File: src/rtl/writeback_stage.sv
// ---------------------------------------------------------------------------
// writeback_stage
//
// Merges two result streams onto the single register-file write port.
// ALU results go straight to the write register. Load results are buffered
// in a 4-entry FIFO and drain in cycles the ALU does not claim the port.
// A 3-bit starvation counter forces one load through after seven
// consecutive ALU wins while loads are waiting.
//
// Optional feature: define WB_FORWARD_EN to compile in the write bypass on
// the two read buses. Without it the read data passes straight through.
//
// Ports
//   clk, reset                     rising-edge clock, synchronous active-high reset
//   alu_valid/alu_ready            ALU result handshake
//   alu_addr, alu_data             ALU destination register and value
//   mem_valid/mem_ready            load result handshake
//   mem_addr, mem_data             load destination register and value
//   write, wrAddr, wrData          registered register-file write port
//   rdAddrA/B, rfDataA/B           register-file read addresses and raw data
//   rdDataA/B                      read data seen by the pipeline
//   fifo_count                     number of buffered load results, 0..4
// ---------------------------------------------------------------------------
module writeback_stage (
  input  logic        clk,
  input  logic        reset,
  input  logic        alu_valid,
  output logic        alu_ready,
  input  logic [4:0]  alu_addr,
  input  logic [63:0] alu_data,
  input  logic        mem_valid,
  output logic        mem_ready,
  input  logic [4:0]  mem_addr,
  input  logic [63:0] mem_data,
  output logic        write,
  output logic [4:0]  wrAddr,
  output logic [63:0] wrData,
  input  logic [4:0]  rdAddrA,
  input  logic [4:0]  rdAddrB,
  input  logic [63:0] rfDataA,
  input  logic [63:0] rfDataB,
  output logic [63:0] rdDataA,
  output logic [63:0] rdDataB,
  output logic [2:0]  fifo_count
);

  localparam logic [2:0] FIFO_DEPTH = 3'd4;

  // Load FIFO storage and control
  logic [4:0]  fifo_addr_q [4];
  logic [63:0] fifo_data_q [4];
  logic [1:0]  wr_ptr_q, wr_ptr_d;
  logic [1:0]  rd_ptr_q, rd_ptr_d;
  logic [2:0]  count_q,  count_d;
  logic [2:0]  starv_q,  starv_d;

  // Registered write port
  logic        write_q,    write_d;
  logic [4:0]  wr_addr_q,  wr_addr_d;
  logic [63:0] wr_data_q,  wr_data_d;

  logic alu_win;
  logic push;
  logic pop;

  // The ALU is held off for one cycle once it has starved waiting loads
  // for seven straight wins; that cycle is handed to the FIFO head.
  assign alu_ready = !((starv_q == 3'd7) && (count_q != 3'd0));
  assign mem_ready = (count_q != FIFO_DEPTH);

  assign alu_win = alu_valid && alu_ready;
  assign push    = mem_valid && mem_ready;
  // count_q only counts entries pushed in earlier cycles, so a fresh push
  // can never be popped in the cycle it arrives.
  assign pop     = !alu_win && (count_q != 3'd0);

  // NOTE: every always_comb output gets a default first so no path leaves
  // it unassigned, which would otherwise infer a latch.
  always_comb begin
    wr_ptr_d  = wr_ptr_q;
    rd_ptr_d  = rd_ptr_q;
    count_d   = count_q;
    starv_d   = starv_q;
    write_d   = 1'b0;
    wr_addr_d = wr_addr_q;
    wr_data_d = wr_data_q;

    if (push) wr_ptr_d = wr_ptr_q + 2'd1;
    if (pop)  rd_ptr_d = rd_ptr_q + 2'd1;

    unique case ({push, pop})
      2'b10:   count_d = count_q + 3'd1;
      2'b01:   count_d = count_q - 3'd1;
      default: count_d = count_q;
    endcase

    if (pop || (count_q == 3'd0)) begin
      starv_d = 3'd0;
    end else if (alu_win) begin
      starv_d = starv_q + 3'd1;
    end

    if (alu_win) begin
      write_d   = 1'b1;
      wr_addr_d = alu_addr;
      wr_data_d = alu_data;
    end else if (pop) begin
      write_d   = 1'b1;
      wr_addr_d = fifo_addr_q[rd_ptr_q];
      wr_data_d = fifo_data_q[rd_ptr_q];
    end
  end

  // NOTE: state registers use non-blocking assignments so every flop
  // samples its pre-edge value, independent of statement order.
  always_ff @(posedge clk) begin
    if (reset) begin
      wr_ptr_q  <= 2'd0;
      rd_ptr_q  <= 2'd0;
      count_q   <= 3'd0;
      starv_q   <= 3'd0;
      write_q   <= 1'b0;
      wr_addr_q <= 5'd0;
      wr_data_q <= 64'd0;
    end else begin
      wr_ptr_q  <= wr_ptr_d;
      rd_ptr_q  <= rd_ptr_d;
      count_q   <= count_d;
      starv_q   <= starv_d;
      write_q   <= write_d;
      wr_addr_q <= wr_addr_d;
      wr_data_q <= wr_data_d;
    end
  end

  // NOTE: the FIFO array is deliberately not reset; clearing the pointers
  // and count discards its contents and keeps the storage a plain RAM.
  always_ff @(posedge clk) begin
    if (push) begin
      fifo_addr_q[wr_ptr_q] <= mem_addr;
      fifo_data_q[wr_ptr_q] <= mem_data;
    end
  end

  assign write      = write_q;
  assign wrAddr     = wr_addr_q;
  assign wrData     = wr_data_q;
  assign fifo_count = count_q;

`ifdef WB_FORWARD_EN
  // Register 31 is never forwarded; its read value always comes from the file.
  assign rdDataA = (write_q && (wr_addr_q == rdAddrA) && (rdAddrA != 5'd31)) ? wr_data_q : rfDataA;
  assign rdDataB = (write_q && (wr_addr_q == rdAddrB) && (rdAddrB != 5'd31)) ? wr_data_q : rfDataB;
`else
  assign rdDataA = rfDataA;
  assign rdDataB = rfDataB;
  logic unused_rd_addr;
  assign unused_rd_addr = ^{rdAddrA, rdAddrB};
`endif

endmodule

File: config.mk
export PLATFORM = sky130hd
export DESIGN_NAME = writeback_stage
export DESIGN_NICKNAME = d
export VERILOG_FILES = /design/src/rtl/writeback_stage.sv
export SDC_FILE = /design/constraint.sdc
export NUM_CORES = 1
export LEC_CHECK = 0
export ABC_AREA = 1
export BUFFER_PORTS_ARGS = -buffer_cell sky130_fd_sc_hd__buf_2
export CAP_MARGIN = 30
export CELL_PAD_IN_SITES_DETAIL_PLACEMENT = 1
export CELL_PAD_IN_SITES_GLOBAL_PLACEMENT = 1
export CORE_UTILIZATION = 35
export CTS_CLUSTER_SIZE = 16
export DETAILED_ROUTE_END_ITERATION = 16
export PLACE_DENSITY_LB_ADDON = 0.1
export SETUP_SLACK_MARGIN = 0.4
export SYNTH_ARGS = -nofsm -noshare
export SYNTH_HDL_FRONTEND = slang
export SYNTH_SLANG_ARGS = --single-unit
File: constraint.sdc
create_clock -name clk -period 3.91 [get_ports clk]
set_clock_uncertainty 0.15 [all_clocks]
set_input_delay 0 -clock clk [delete_from_list [all_inputs] [get_ports clk]]
set_output_delay 0 -clock clk [all_outputs]
set_load 0.005 [all_outputs]
==> results.toml, run 1 <==
[hold_path]
hold_path_class = "in2reg"

[setup_path]
critPathKind = "reg2reg"
cp.required_ns = 4.20
cp-end-kind = "register"
start_kind = "register"
critPathMaxFanout = 31
cp.arrival_ns = 3.19

[sta]
rsz0062_at_grt = "false"
slew_viol_final = 0
fin_crit_sh_pct = 74.2
max_slew_margin_pct = 42.8
tightest_slew_ns = 0.858
finalSetupViolCount = 0
fmax_mhz = 345
setup_slack_ns = 1.01
hold_viol_final = 0
min_period_ns = 2.90

[final_layout]
area_growth_pct = 32.6
n_fill_cell = 5008
final_nets = 2321
fin_area_um2 = 20900
drive_gt1_share_pct = 15.1

[place]
io_buffers = 216
place_ws_ns = 1.42
hpwlAfterDp_um = 32400
dpl_cell_area_um2 = 16500
place_congestion = 0.762

[clock_network]
clk_pin_slew_ns = 0.06
clk_latency_ns = 0.56
numCtsBuffers = 41
cts_setup_buffers = 0
cts_tree = "done"
ctsHtreeMaxLevel = 2
ctsRootBufferMaster = "clkbuf_16"
cts_max_path_buffers = 3
cts.sinks = 358

[detailed_routing]
viasPerCell = 4.65
wl_um = 53700
ant_nets = 0
via_count = 12400
drcViolationCount = 0
drtIter0Drc = 544
wl_per_cell_um = 20.2
first_pass_iters = 5

[power]
p_leak_nw = 9.33
power_mw = 11.3
powerDensity_nw_per_um2 = 541
peakVddDrop_v = 0.000286

[synthesis]
synth-seq-cells = 358
yosys.area.top_type = "edfxtp_1"
synth_edf_count = 276
synth.mux.area_fraction_pct = 0
async_flop_share_pct = 0
ys_top_cells_by_area = "edfxtp_1 (53%), nand2_1 (12%), dfxtp_1 (10%), nand3_1 (6.6%), buf_4 (6.3%)"
post_synth_and_or_nand_nor_area_fraction_pct = 21.3
synth-xor-area-share_pct = 0.0556
yosys_most_used_dff = "edfxtp_1"
yosysTopAreaCellShare_pct = 52.6
yosysSeqAreaShare_pct = 63.0
synthMostInstantiatedCell = "nand2_1"
synth_adder_area_share_pct = 0.683
synthTopCellsByCount = "nand2_1 (523), edfxtp_1 (276), nand3_1 (208), inv_1 (200), buf_4 (132)"
ys_warn_count = 0
ys_types = 24
synth_top_family_by_area = "simple AND/OR/NAND/NOR gates"
syn-cell-area_um2 = 15800
synth_compound_area_share_pct = 1.64
synthCells = 1647
syn_nets = 1935
avgSynthCellArea_um2 = 9.57

[status]
status = "completed"

[grt]
grt_max_degree = 70
grt_pass1_wl_um = 80000
antenna_found_initial = 14
grt_pass1_vias = 13200
overflow = 0
grt_usage_pct = 23.1

[floorplanning]
start_util_pct = 35.6
core_area_um2 = 44300
row_count = 77
die-area_um2 = 45900
pin_count = 483
die_height_um = 214
die_w_um = 214

[run]
cap_violations = 0
-- final timing paths --
path / cells after the start / slack [ns] / start / endpoint
worst max register to register: 10 / 1.01 / starv_q[0] / wrData[18]
worst min register to register: 1 / 0.28 / starv_q[0] / starv_q[0]
worst max-delay path: 10 / 1.01 / starv_q[0] / wrData[18]
worst min-delay path: 2 / 0.04 / mem_data[19] / fifo_data_q[1][19]
-- report_power, final --
part           total (mW)  internal (mW)  leakage, nW  switching, mW
Clock                3.60           2.08        0.613           1.52
Sequential           4.86           4.61         3.21          0.251
Combinational        2.85           1.06         5.50           1.79
-- placed cells by master (no fill, tap or decap), drive strengths merged --
cell type and instances:
diode 8, or2 1, buf 237, clkinv 12, inv 206, ha 7
nand2 525, a21oi 45, nor2 83, nand3 209, clkbuf 64, dlygate4sd3 310
dfxtp 82, fa 1, o21ai 6, xor2 1, edfxtp 276
-- kinds of logic (layout without fill, tap and decap cells) --
kind of cell,Yosys count,in the layout
buf+inv,411,829
flops,358,358
simple gates,818,818
other cells,0,8
xor+xnor,1,1
compound gates,51,51
fa+ha+maj,8,8
-- cell type report --
cell class	count	area, µm²	area share (%)
antenna	8	20.0	0.0958
clock buffer	64	1180	5.66
clock inverter	11	62.6	0.299
inverter	207	779	3.73
multi-input combinational	878	3770	18.0
sequential	358	9940	47.5
tap	592	741	3.54
timing repair buffer	547	4410	21.1
-- per-layer routing --
layer	GRT usage [%]	up-vias	wire, µm
li1	-	5910	-
met1	25.6	6024	20800
met2	43.3	345	28400
met3	4.72	100	2690
met4	8.05	2	1770
met5	0	-	10
-- registers in the layout (all words and copies together), names as in the netlist, named ones only --
register,flops
fifo_data_q,256
wrData,64
fifo_addr_q,20
wrAddr,5
fifo_count,3
starv_q,3
rd_ptr_q,2
wr_ptr_q,2
write,1
-- worst max-delay path, cell delays in order, from the launching register on --
cell           delay (ns)
dfxtp_1              0.31
ha_1                 0.20
ha_1                 0.23
nand2_2              0.09
nand2_1              0.05
buf_4                0.28
inv_2                0.61
nand2_1              0.13
nand3_1              0.10
nand2_1              0.06
dlygate4sd3_1        0.55
-- per-stage QoR --
stage / TNS, ns / hold slack (ns) / instances / utilization [%]
after floorplan: -95.84 / -0.0692 / 1647 / -
after global placement: 0 / -0.150 / 2271 / 37.3
after detailed placement: 0 / -0.150 / 2272 / 37.3
after CTS: 0 / 0.00791 / 2657 / 47.1
after global routing: 0 / 0.0376 / 2663 / 47.2
final: 0 / 0.0437 / 2665 / 47.2
-- timing repair --
| action | 4_1_cts | 5_1_grt |
|---|---|---|
| hold buffers | 310 | 0 |
| endpoints found under the hold margin | 478 | 0 |
| gates resized for setup | 0 | 0 |
(Power assumes the default switching activity.)
==> run 2: changes to the inputs <==
CORE_UTILIZATION = 39   (was 35)
clock period = 3 ns   (was 3.91 ns; I/O delays follow)
==> run 2 against run 1 <==
Effect of this change:
- critical path depth down 2
- core utilization up 5.0 points
- largest cell class unchanged
- critical endpoint is now wrData[59]
- global-route usage up 3.6 points
- largest power group unchanged
- sequential power up 29%
==> results.toml, run 2 (synthesis gave the netlist of run 1 again) <==
[grt]
grt_pass1_wl_um = 81400
grt_max_degree = 75
overflow = 0
grt_pass1_vias = 13400
top_usage_layer = "met2"
antenna_found_initial = 18
use_met2_pct = 47.0
grt_util_met1_pct = 31.4
grt_usage_pct = 26.7
use_met3_pct = 6.32

[detailed_routing]
drtIter0Drc = 733
wl_per_cell_um = 21.6
drcViolationCount = 0
via_count = 12700
first_pass_iters = 5
ant_nets = 0
viasPerCell = 4.91
wl_um = 55900

[floorplanning]
die_height_um = 203
die-area_um2 = 41200
pin_count = 483
die_w_um = 203
row_count = 73
start_util_pct = 39.6
core_area_um2 = 39800

[final_layout]
finish.utilization_pct = 52.2
layout_commonest_cell = "nand2_1"
final_cell_mix = "nand2_1 (523), dlygate4sd3_1 (298), edfxtp_1 (276)"
area_growth_pct = 31.8
finalNonFillerCells = 2591
regMostFlops = "fifo_data_q"
largest_reg_flops = 256
drive_gt1_share_pct = 15.3
final_nets = 2313

[place]
place_inst = 2210
hpwlAfterDp_um = 35100
io_buffers = 216
place_congestion = 0.797
place_ws_ns = 0.664

[clock_network]
cts.sinks = 358
cts_tree = "done"
clk_pin_slew_ns = 0.06
cts_setup_buffers = 0
ctsHtreeMaxLevel = 2
numCtsBuffers = 40
clk_latency_ns = 0.55
ctsRootBufferMaster = "clkbuf_16"
cts_max_path_buffers = 3

[power]
swShare_pct = 31.5
p_clk_share_pct = 32.3
seqPwrFrac_pct = 42.2
powerDensity_nw_per_um2 = 716
netSwitchingPower_mw = 4.68
peakVddDrop_v = 0.000433
power_frac_comb_pct = 25.5
p_leak_nw = 9.29
internal_power_mw = 10.2

[setup_path]
critPathKind = "reg2reg"
start_kind = "register"
cp.arrival_ns = 2.84
critPathMaxFanout = 50
cp.required_ns = 3.27
cp-end-kind = "register"

[hold_path]
hold_path_class = "in2reg"

[sta]
slew_viol_final = 0
max_slew_margin_pct = 39.6
hold_viol_final = 0
setup_slack_ns = 0.437
fin_crit_sh_pct = 85.4
fmax_mhz = 390
min_period_ns = 2.56
rsz0062_at_grt = "true"
tns_ns = 0
tightest_slew_ns = 0.906
whs_ns = 0.0544
finalSetupViolCount = 0

[run]
cap_violations = 0

[status]
status = "completed"
[run 2: cell types whose count changed in the layout (fill, tap and decap cells not counted), sizes merged]
| cell | before | now |
|---|---|---|
| diode | 8 | 10 |
| bufinv | 0 | 2 |
| buf | 237 | 242 |
| clkinv | 12 | 13 |
| dlygate4sd3 | 310 | 298 |
| clkbuf | 64 | 59 |
[run 2: metrics by stage]
step                      instance area (µm²)  power (mW)
after floorplan                         15800        8.48
after global placement                  16500        9.56
after detailed placement                16500        9.68
after CTS                               20700        15.0
after global routing                    20800        15.6
final                                   20800        14.9
[run 2: cell type report]
| type | instances | area, µm² |
|---|---|---|
| fillers | 4488 | 19000 |
| flip-flops and latches | 358 | 9940 |
| repair buffers | 540 | 4330 |
| multi-input cells | 878 | 3770 |
| clock buffers | 59 | 1150 |
| inverters | 207 | 782 |
| well taps | 525 | 657 |
| clock inverters | 14 | 124 |
| diodes | 10 | 25.0 |
[run 2: timing repair]
item | in CTS | in global routing
resized for setup | 0 | 5
endpoints found under the setup margin | 0 | 27
hold buffers | 298 | 0
endpoints found under the hold margin | 485 | 0
[run 2: routing by layer]
metal / vias up / part of all wire (%)
met5: - / 0.14
met4: 12 / 3.2
met3: 110 / 6.2
met2: 411 / 50
met1: 6287 / 40
li1: 5894 / -
[run 2: power by group through the flow]
stage,registers [mW],clock network [mW],logic (mW)
floorplan,6.34,0,2.14
detailed placement,6.36,0,3.32
global placement,6.34,0,3.22
finish,6.27,4.81,3.80
global route,6.33,5.07,4.21
CTS,6.27,4.90,3.79
[run 2: worst paths after layout]
check,startpoint,end,slack [ns],depth (start not counted)
worst max-delay path,register,wrData[59],0.44,8
worst min-delay path,mem_data[34],fifo_data_q[1][34],0.05,2
worst max register to register,register,wrData[59],0.44,8
worst min register to register,starv_q[0],starv_q[0],0.27,1
[run 2: worst max-delay path: stages (launching register included)]
cell and delay (ns):
dfxtp_4 0.36, inv_4 0.43, buf_12 0.29, nand2_1 0.11, nand3_1 0.12, a21oi_1 0.08, nor2_1 0.15, nor2_1 0.08
dlygate4sd3_1 0.62
